<file path="src/rtl/img_proc_pkg.sv">
// Shared types and default widths for the multi-lane pixel processing engine.
//   proc_mode_e  : per-frame point operation selected by slv_mode (6/7 behave as pass)
//   proc_state_e : frame sequencing states of image_proc_lanes
package img_proc_pkg;

    localparam int unsigned DEF_DATA_WIDTH = 32;
    localparam int unsigned DEF_PIX_WIDTH  = 8;
    localparam int unsigned DEF_CNT_WIDTH  = 16;

    typedef enum logic [2:0] {
        MODE_PASS  = 3'd0,
        MODE_ADD   = 3'd1,
        MODE_SUB   = 3'd2,
        MODE_INV   = 3'd3,
        MODE_THR   = 3'd4,
        MODE_CLAMP = 3'd5
    } proc_mode_e;

    typedef enum logic [1:0] {
        IDLE  = 2'd0,
        RUN   = 2'd1,
        DRAIN = 2'd2,
        DONE  = 2'd3
    } proc_state_e;

endpackage

</file>
<file path="src/rtl/pix_lane_op.sv">
// Combinational point operation on a single unsigned pixel lane.
// Ports:
//   mode    : operation select (proc_mode_e encoding; unused codes pass through)
//   pix     : input pixel
//   operand : per-frame operand v
//   result  : processed pixel, saturated to [0, 2^PIX_WIDTH-1]
module pix_lane_op
    import img_proc_pkg::*;
#(
    parameter int unsigned PIX_WIDTH = DEF_PIX_WIDTH
) (
    input  logic [2:0]           mode,
    input  logic [PIX_WIDTH-1:0] pix,
    input  logic [PIX_WIDTH-1:0] operand,
    output logic [PIX_WIDTH-1:0] result
);

    // One extra bit captures the carry used for add saturation.
    logic [PIX_WIDTH:0] sum;

    always_comb begin
        sum    = {1'b0, pix} + {1'b0, operand};
        result = pix;
        case (mode)
            MODE_PASS:  result = pix;
            MODE_ADD:   result = sum[PIX_WIDTH] ? '1 : sum[PIX_WIDTH-1:0];
            MODE_SUB:   result = (pix >= operand) ? (pix - operand) : '0;
            MODE_INV:   result = ~pix;
            MODE_THR:   result = (pix >= operand) ? '1 : '0;
            MODE_CLAMP: result = (pix < operand) ? pix : operand;
            default:    result = pix;
        endcase
    end

endmodule

</file>
<file path="src/rtl/image_proc_lanes.sv">
// Multi-lane pixel processing engine. Each slave word is split into
// NUM_PIX = DATA_WIDTH/PIX_WIDTH lanes, processed by a per-frame point
// operation and written to the output FIFO through a 2-stage stall-able
// pipeline. A frame of frame_words words ends with a one-cycle
// mstr_data_cmplt pulse.
// Ports:
//   clk, rst_n        : clock, asynchronous active-low reset
//   start             : latches slv_mode/slv_proc_val/frame_words when idle
//   slv_mode          : operation select
//   slv_proc_val      : operand applied to every lane
//   frame_words       : number of words in the frame (0 = empty frame)
//   slv_data_valid    : slave word valid
//   slv_data          : slave word, lane i = bits [i*PIX_WIDTH +: PIX_WIDTH]
//   slv_data_ready    : slave word accepted when valid && ready
//   fifo_full         : output FIFO full
//   wr                : output FIFO write strobe
//   data_out          : processed word
//   mstr_data_cmplt   : frame-complete pulse
//   busy              : high whenever not idle
module image_proc_lanes
    import img_proc_pkg::*;
#(
    parameter int unsigned DATA_WIDTH = DEF_DATA_WIDTH,
    parameter int unsigned PIX_WIDTH  = DEF_PIX_WIDTH,
    parameter int unsigned CNT_WIDTH  = DEF_CNT_WIDTH
) (
    input  logic                  clk,
    input  logic                  rst_n,
    input  logic                  start,
    input  logic [2:0]            slv_mode,
    input  logic [PIX_WIDTH-1:0]  slv_proc_val,
    input  logic [CNT_WIDTH-1:0]  frame_words,
    input  logic                  slv_data_valid,
    input  logic [DATA_WIDTH-1:0] slv_data,
    output logic                  slv_data_ready,
    input  logic                  fifo_full,
    output logic                  wr,
    output logic [DATA_WIDTH-1:0] data_out,
    output logic                  mstr_data_cmplt,
    output logic                  busy
);

    localparam int unsigned NUM_PIX = DATA_WIDTH / PIX_WIDTH;

    proc_state_e           state;
    logic [2:0]            mode_q;
    logic [PIX_WIDTH-1:0]  val_q;
    logic [CNT_WIDTH-1:0]  words_q;
    logic [CNT_WIDTH-1:0]  acc_cnt;
    logic [CNT_WIDTH-1:0]  wr_cnt;

    logic                  v1;
    logic                  v2;
    logic [DATA_WIDTH-1:0] d1;
    logic [DATA_WIDTH-1:0] result;
    logic                  adv1;
    logic                  adv2;
    logic                  accept;

    // Stage 2 drains whenever the FIFO has room; stage 1 moves when stage 2
    // is empty or draining in the same cycle, so a stall release writes and
    // shifts at once.
    always_comb begin
        adv2           = !v2 || !fifo_full;
        adv1           = !v1 || adv2;
        wr             = v2 && !fifo_full;
        slv_data_ready = (state == RUN) && (acc_cnt < words_q) && adv1;
        accept         = slv_data_valid && slv_data_ready;
    end

    for (genvar i = 0; i < NUM_PIX; i++) begin : g_lane
        pix_lane_op #(
            .PIX_WIDTH (PIX_WIDTH)
        ) u_op (
            .mode    (mode_q),
            .pix     (d1[i*PIX_WIDTH +: PIX_WIDTH]),
            .operand (val_q),
            .result  (result[i*PIX_WIDTH +: PIX_WIDTH])
        );
    end

    // Frame sequencing, counters and registered status outputs.
    always_ff @(posedge clk or negedge rst_n) begin
        if (!rst_n) begin
            state           <= IDLE;
            mode_q          <= '0;
            val_q           <= '0;
            words_q         <= '0;
            acc_cnt         <= '0;
            wr_cnt          <= '0;
            busy            <= 1'b0;
            mstr_data_cmplt <= 1'b0;
        end else begin
            mstr_data_cmplt <= 1'b0;
            if (accept) acc_cnt <= acc_cnt + 1'b1;
            if (wr)     wr_cnt  <= wr_cnt + 1'b1;
            case (state)
                IDLE: begin
                    if (start) begin
                        mode_q  <= slv_mode;
                        val_q   <= slv_proc_val;
                        words_q <= frame_words;
                        busy    <= 1'b1;
                        if (frame_words != '0) begin
                            state   <= RUN;
                            acc_cnt <= '0;
                            wr_cnt  <= '0;
                        end else begin
                            state           <= DONE;
                            mstr_data_cmplt <= 1'b1;
                        end
                    end
                end
                RUN: begin
                    if (acc_cnt == words_q) state <= DRAIN;
                end
                DRAIN: begin
                    if (wr_cnt == words_q) begin
                        state           <= DONE;
                        mstr_data_cmplt <= 1'b1;
                    end
                end
                DONE: begin
                    state <= IDLE;
                    busy  <= 1'b0;
                end
                default: state <= IDLE;
            endcase
        end
    end

    // Two-stage datapath; data_out is the stage-2 register and holds while stalled.
    always_ff @(posedge clk or negedge rst_n) begin
        if (!rst_n) begin
            v1       <= 1'b0;
            v2       <= 1'b0;
            d1       <= '0;
            data_out <= '0;
        end else begin
            if (adv1) begin
                v1 <= accept;
                if (accept) d1 <= slv_data;
            end
            if (adv2) begin
                v2 <= v1;
                if (v1) data_out <= result;
            end
        end
    end

endmodule
</file>
<file path="config.mk">
export PLATFORM = sky130hd
export DESIGN_NAME = image_proc_lanes
export DESIGN_NICKNAME = d
export VERILOG_FILES = /design/src/rtl/img_proc_pkg.sv /design/src/rtl/pix_lane_op.sv /design/src/rtl/image_proc_lanes.sv
export SDC_FILE = /design/constraint.sdc
export NUM_CORES = 1
export LEC_CHECK = 0
export CAP_MARGIN = 20
export CORE_MARGIN = 10
export CORE_UTILIZATION = 45
export CTS_BUF_LIST = sky130_fd_sc_hd__clkbuf_16
export CTS_CLUSTER_SIZE = 8
export DETAILED_ROUTE_END_ITERATION = 6
export PLACE_DENSITY_LB_ADDON = 0.25
export SLEW_MARGIN = 20
export SYNTH_ARGS = -nofsm -noshare
export SYNTH_HDL_FRONTEND = slang
export SYNTH_SLANG_ARGS = --single-unit
</file>
<file path="constraint.sdc">
create_clock -name clk -period 7.85 [get_ports clk]
set_input_delay 1.57 -clock clk [delete_from_list [all_inputs] [get_ports clk]]
set_output_delay 1.57 -clock clk [all_outputs]
set_load 0.1 [all_outputs]
</file>
==> out/metrics.yaml <==
grt_pass1_wl_um: 48400
cts_buffer_depth: 2
finalCritPeriodShare_pct: 72.2
syn_to_final_growth_pct: 17.1
synth_top_family_by_area: "compound AO/OA/AOI/OAI gates"
drtIter0Drc: 662
fin_setup_tns_ns: 0
cts_tree: "built"
die_y_um: 171
synth_mux_area_share_pct: 8.66
netlist.area_leader.share_pct: 31.5
grt_setup_unrepaired: "no"
yosys.area_share.adder_pct: 12.1
num_vias: 8996
clock-sinks: 129
startpoint: "fifo_full"
r2r_start: "val_q[4]$_DFFE_PN0P_"
fin_worst_skew_ns: 0.0153
drv_slew: 0
coreArea_um2: 22500
fin_nets: 1369
ys_seq_elements: 129
die_w_um: 171
async_flop_share_pct: 100
cts_buffers: 17
setup_viol: 0
vias_per_cell: 5.96
holdBufCountCts: 0
critPathLaunchType: "input port"
synth_edf_count: 0
final_antenna_net_count: 0
portBuffers: 99
pin_count: 100
slowest_stage: "clkdlybuf4s50_1"
synth_fp_nets: 1301
hpwl_um: 21900
synth_flop_cell: "dfrtp_1"
synth.most_common_cell: "dfrtp_1"
detail_route.wirelength_um: 30900
synth-compound-area-share_pct: 19.1
synth_cell_types: 78
tightestPinTransition_ns: 1.19
postCtsSetupBuffers: 0
grt_max_degree: 72
hp-start: "data_out[14]$_DFFE_PN0P_"
start_util_pct: 45.5
fin_crit_ns: 5.67
cts.repair.resized: 0
die-area_um2: 29200
max_freq_mhz: 176
path_class: "input port to output port"
crit_path_frequent_cell: "clkdlybuf4s50_1"
htree_levels: 4
diodes: 0
cpPeakStageDelay_ns: 1.15
first_pass_iters: 6
drive_above_1_share_pct: 10.6
globalplace.congestion: 0.934
yosysWarnings: 0
root_buffer: "clkbuf_16"
gr-usage-all-layers_pct: 21.1
status: "finished, final reports clean"
wire_per_inst_um: 20.5
cp_cell_sequence: "clkdlybuf4s50_1 > nand3_1 > nand3b_1 > or3_4 > nor2_1 > clkdlybuf4s50_1"
cp.required_ns: 6.28
drv_cap: 0
finalHoldViolations: 0
netlist_instances: 1143
yosysTopAreaCell: "dfrtp_1"
syn_area_um2: 10200
cp.arrival_ns: 4.10
grt-ovfl-total: 0
postSynthAreaPerCell_um2: 8.95
clk_pin_slew_ns: 0.06
synthSimpleGateAreaFrac_pct: 16.7
ys_seq_area_share_pct: 31.5
hold_class: "register to register"
drc: 0
antenna_found_initial: 0
clk_latency_ns: 0.44
slew-limit-headroom_pct: 21.0
cp_max_fo: 12
netlist_top_cells_count: "dfrtp_1 (129), nor2_1 (111), ha_1 (86)"
synth_xor_area_share_pct: 6.59
synth_top_cells_by_area: "dfrtp_1 (32%), ha_1 (11%), mux2_2 (6.4%)"
grt_pass1_vias: 8882
cp-end-kind: "output port"
rows: 55
==> final cells by class <==
type,count,area [um^2]
well taps,285,357
repair buffers,109,1060
clock buffers,17,425
clock inverters,15,174
fillers,2065,10500
inverters,70,263
flip-flops and latches,129,3230
multi-input cells,884,6480
==> registers in the layout, indices dropped and copies added (netlist names) <==
register         count
data_out            32
mode_q               3
v1                   1
wr_cnt              16
acc_cnt             16
val_q                8
v2                   1
words_q             16
busy                 1
mstr_data_cmplt      1
d1                  32
state                2
==> kinds of logic (layout without fill, tap and decap cells) <==
group                    Yosys count  count (layout)
multiplexers                      81              81
AO/OA/AOI/OAI                    294             294
buffers and inverters            130             211
flip-flops                       129             129
adder cells (fa/ha/maj)           94              94
XOR/XNOR                          77              77
AND/OR/NAND/NOR                  338             338
==> path summary, 6_finish.rpt <==
check	endpoint	slack, ns	cells past startpoint
worst min register to register	data_out[14]$_DFFE_PN0P_	0.49	2
worst max-delay path	slv_data_ready	2.18	6
worst max register to register	data_out[29]$_DFFE_PN0P_	3.96	9
worst min-delay path	data_out[14]$_DFFE_PN0P_	0.49	2
min in group asynchronous	d1[13]$_DFFE_PN0P_	1.20	1
max in group asynchronous	words_q[12]$_DFFE_PN0P_	5.27	2
==> worst max-delay path: cells and delay by family <==
| kind | cells | cell delay, ns |
|---|---|---|
| AND/OR/NAND/NOR | 4 | 0.92 |
| buffers and inverters | 2 | 1.61 |
==> cells in the final DEF, fill, tap and decap left out, types with 21 or more instances in the layout <==
master / synthesis / final
dfrtp_1: 129 / 129
nor2_1: 111 / 110
clkdlybuf4s50_1: 0 / 98
ha_1: 86 / 86
inv_1: 70 / 70
a21oi_1: 66 / 65
nand2_1: 64 / 64
mux2_2: 58 / 58
o21ai_0: 55 / 55
xnor2_1: 40 / 40
xor2_1: 37 / 37
nand3_1: 25 / 25
a31oi_1: 24 / 24
o22ai_1: 21 / 21
mux2i_1: 21 / 21
==> through the flow <==
step | hold slack (ns) | utilization, % | setup slack (ns) | instances | instance area, um^2
floorplan | 0.471 | - | 2.72 | 1143 | 10200
global placement | 0.467 | 50.6 | 2.19 | 1476 | 11400
detailed placement | 0.477 | 50.6 | 2.20 | 1476 | 11400
CTS | 0.491 | 53.2 | 2.18 | 1508 | 12000
global route | 0.519 | 53.3 | 2.09 | 1509 | 12000
finish | 0.485 | 53.3 | 2.18 | 1509 | 12000
==> per-layer routing <==
metal	vias up	global-route usage (%)	part of all wire, %
li1	4250	-	-
met1	4384	25.9	43
met2	307	35.8	49
met3	55	4.56	5.8
met4	0	7.32	2.5
met5	-	0	0
Power is left out: the tool's default activity adds up to more than one toggle a clock period on the data nets, which glitch-free logic cannot reach.
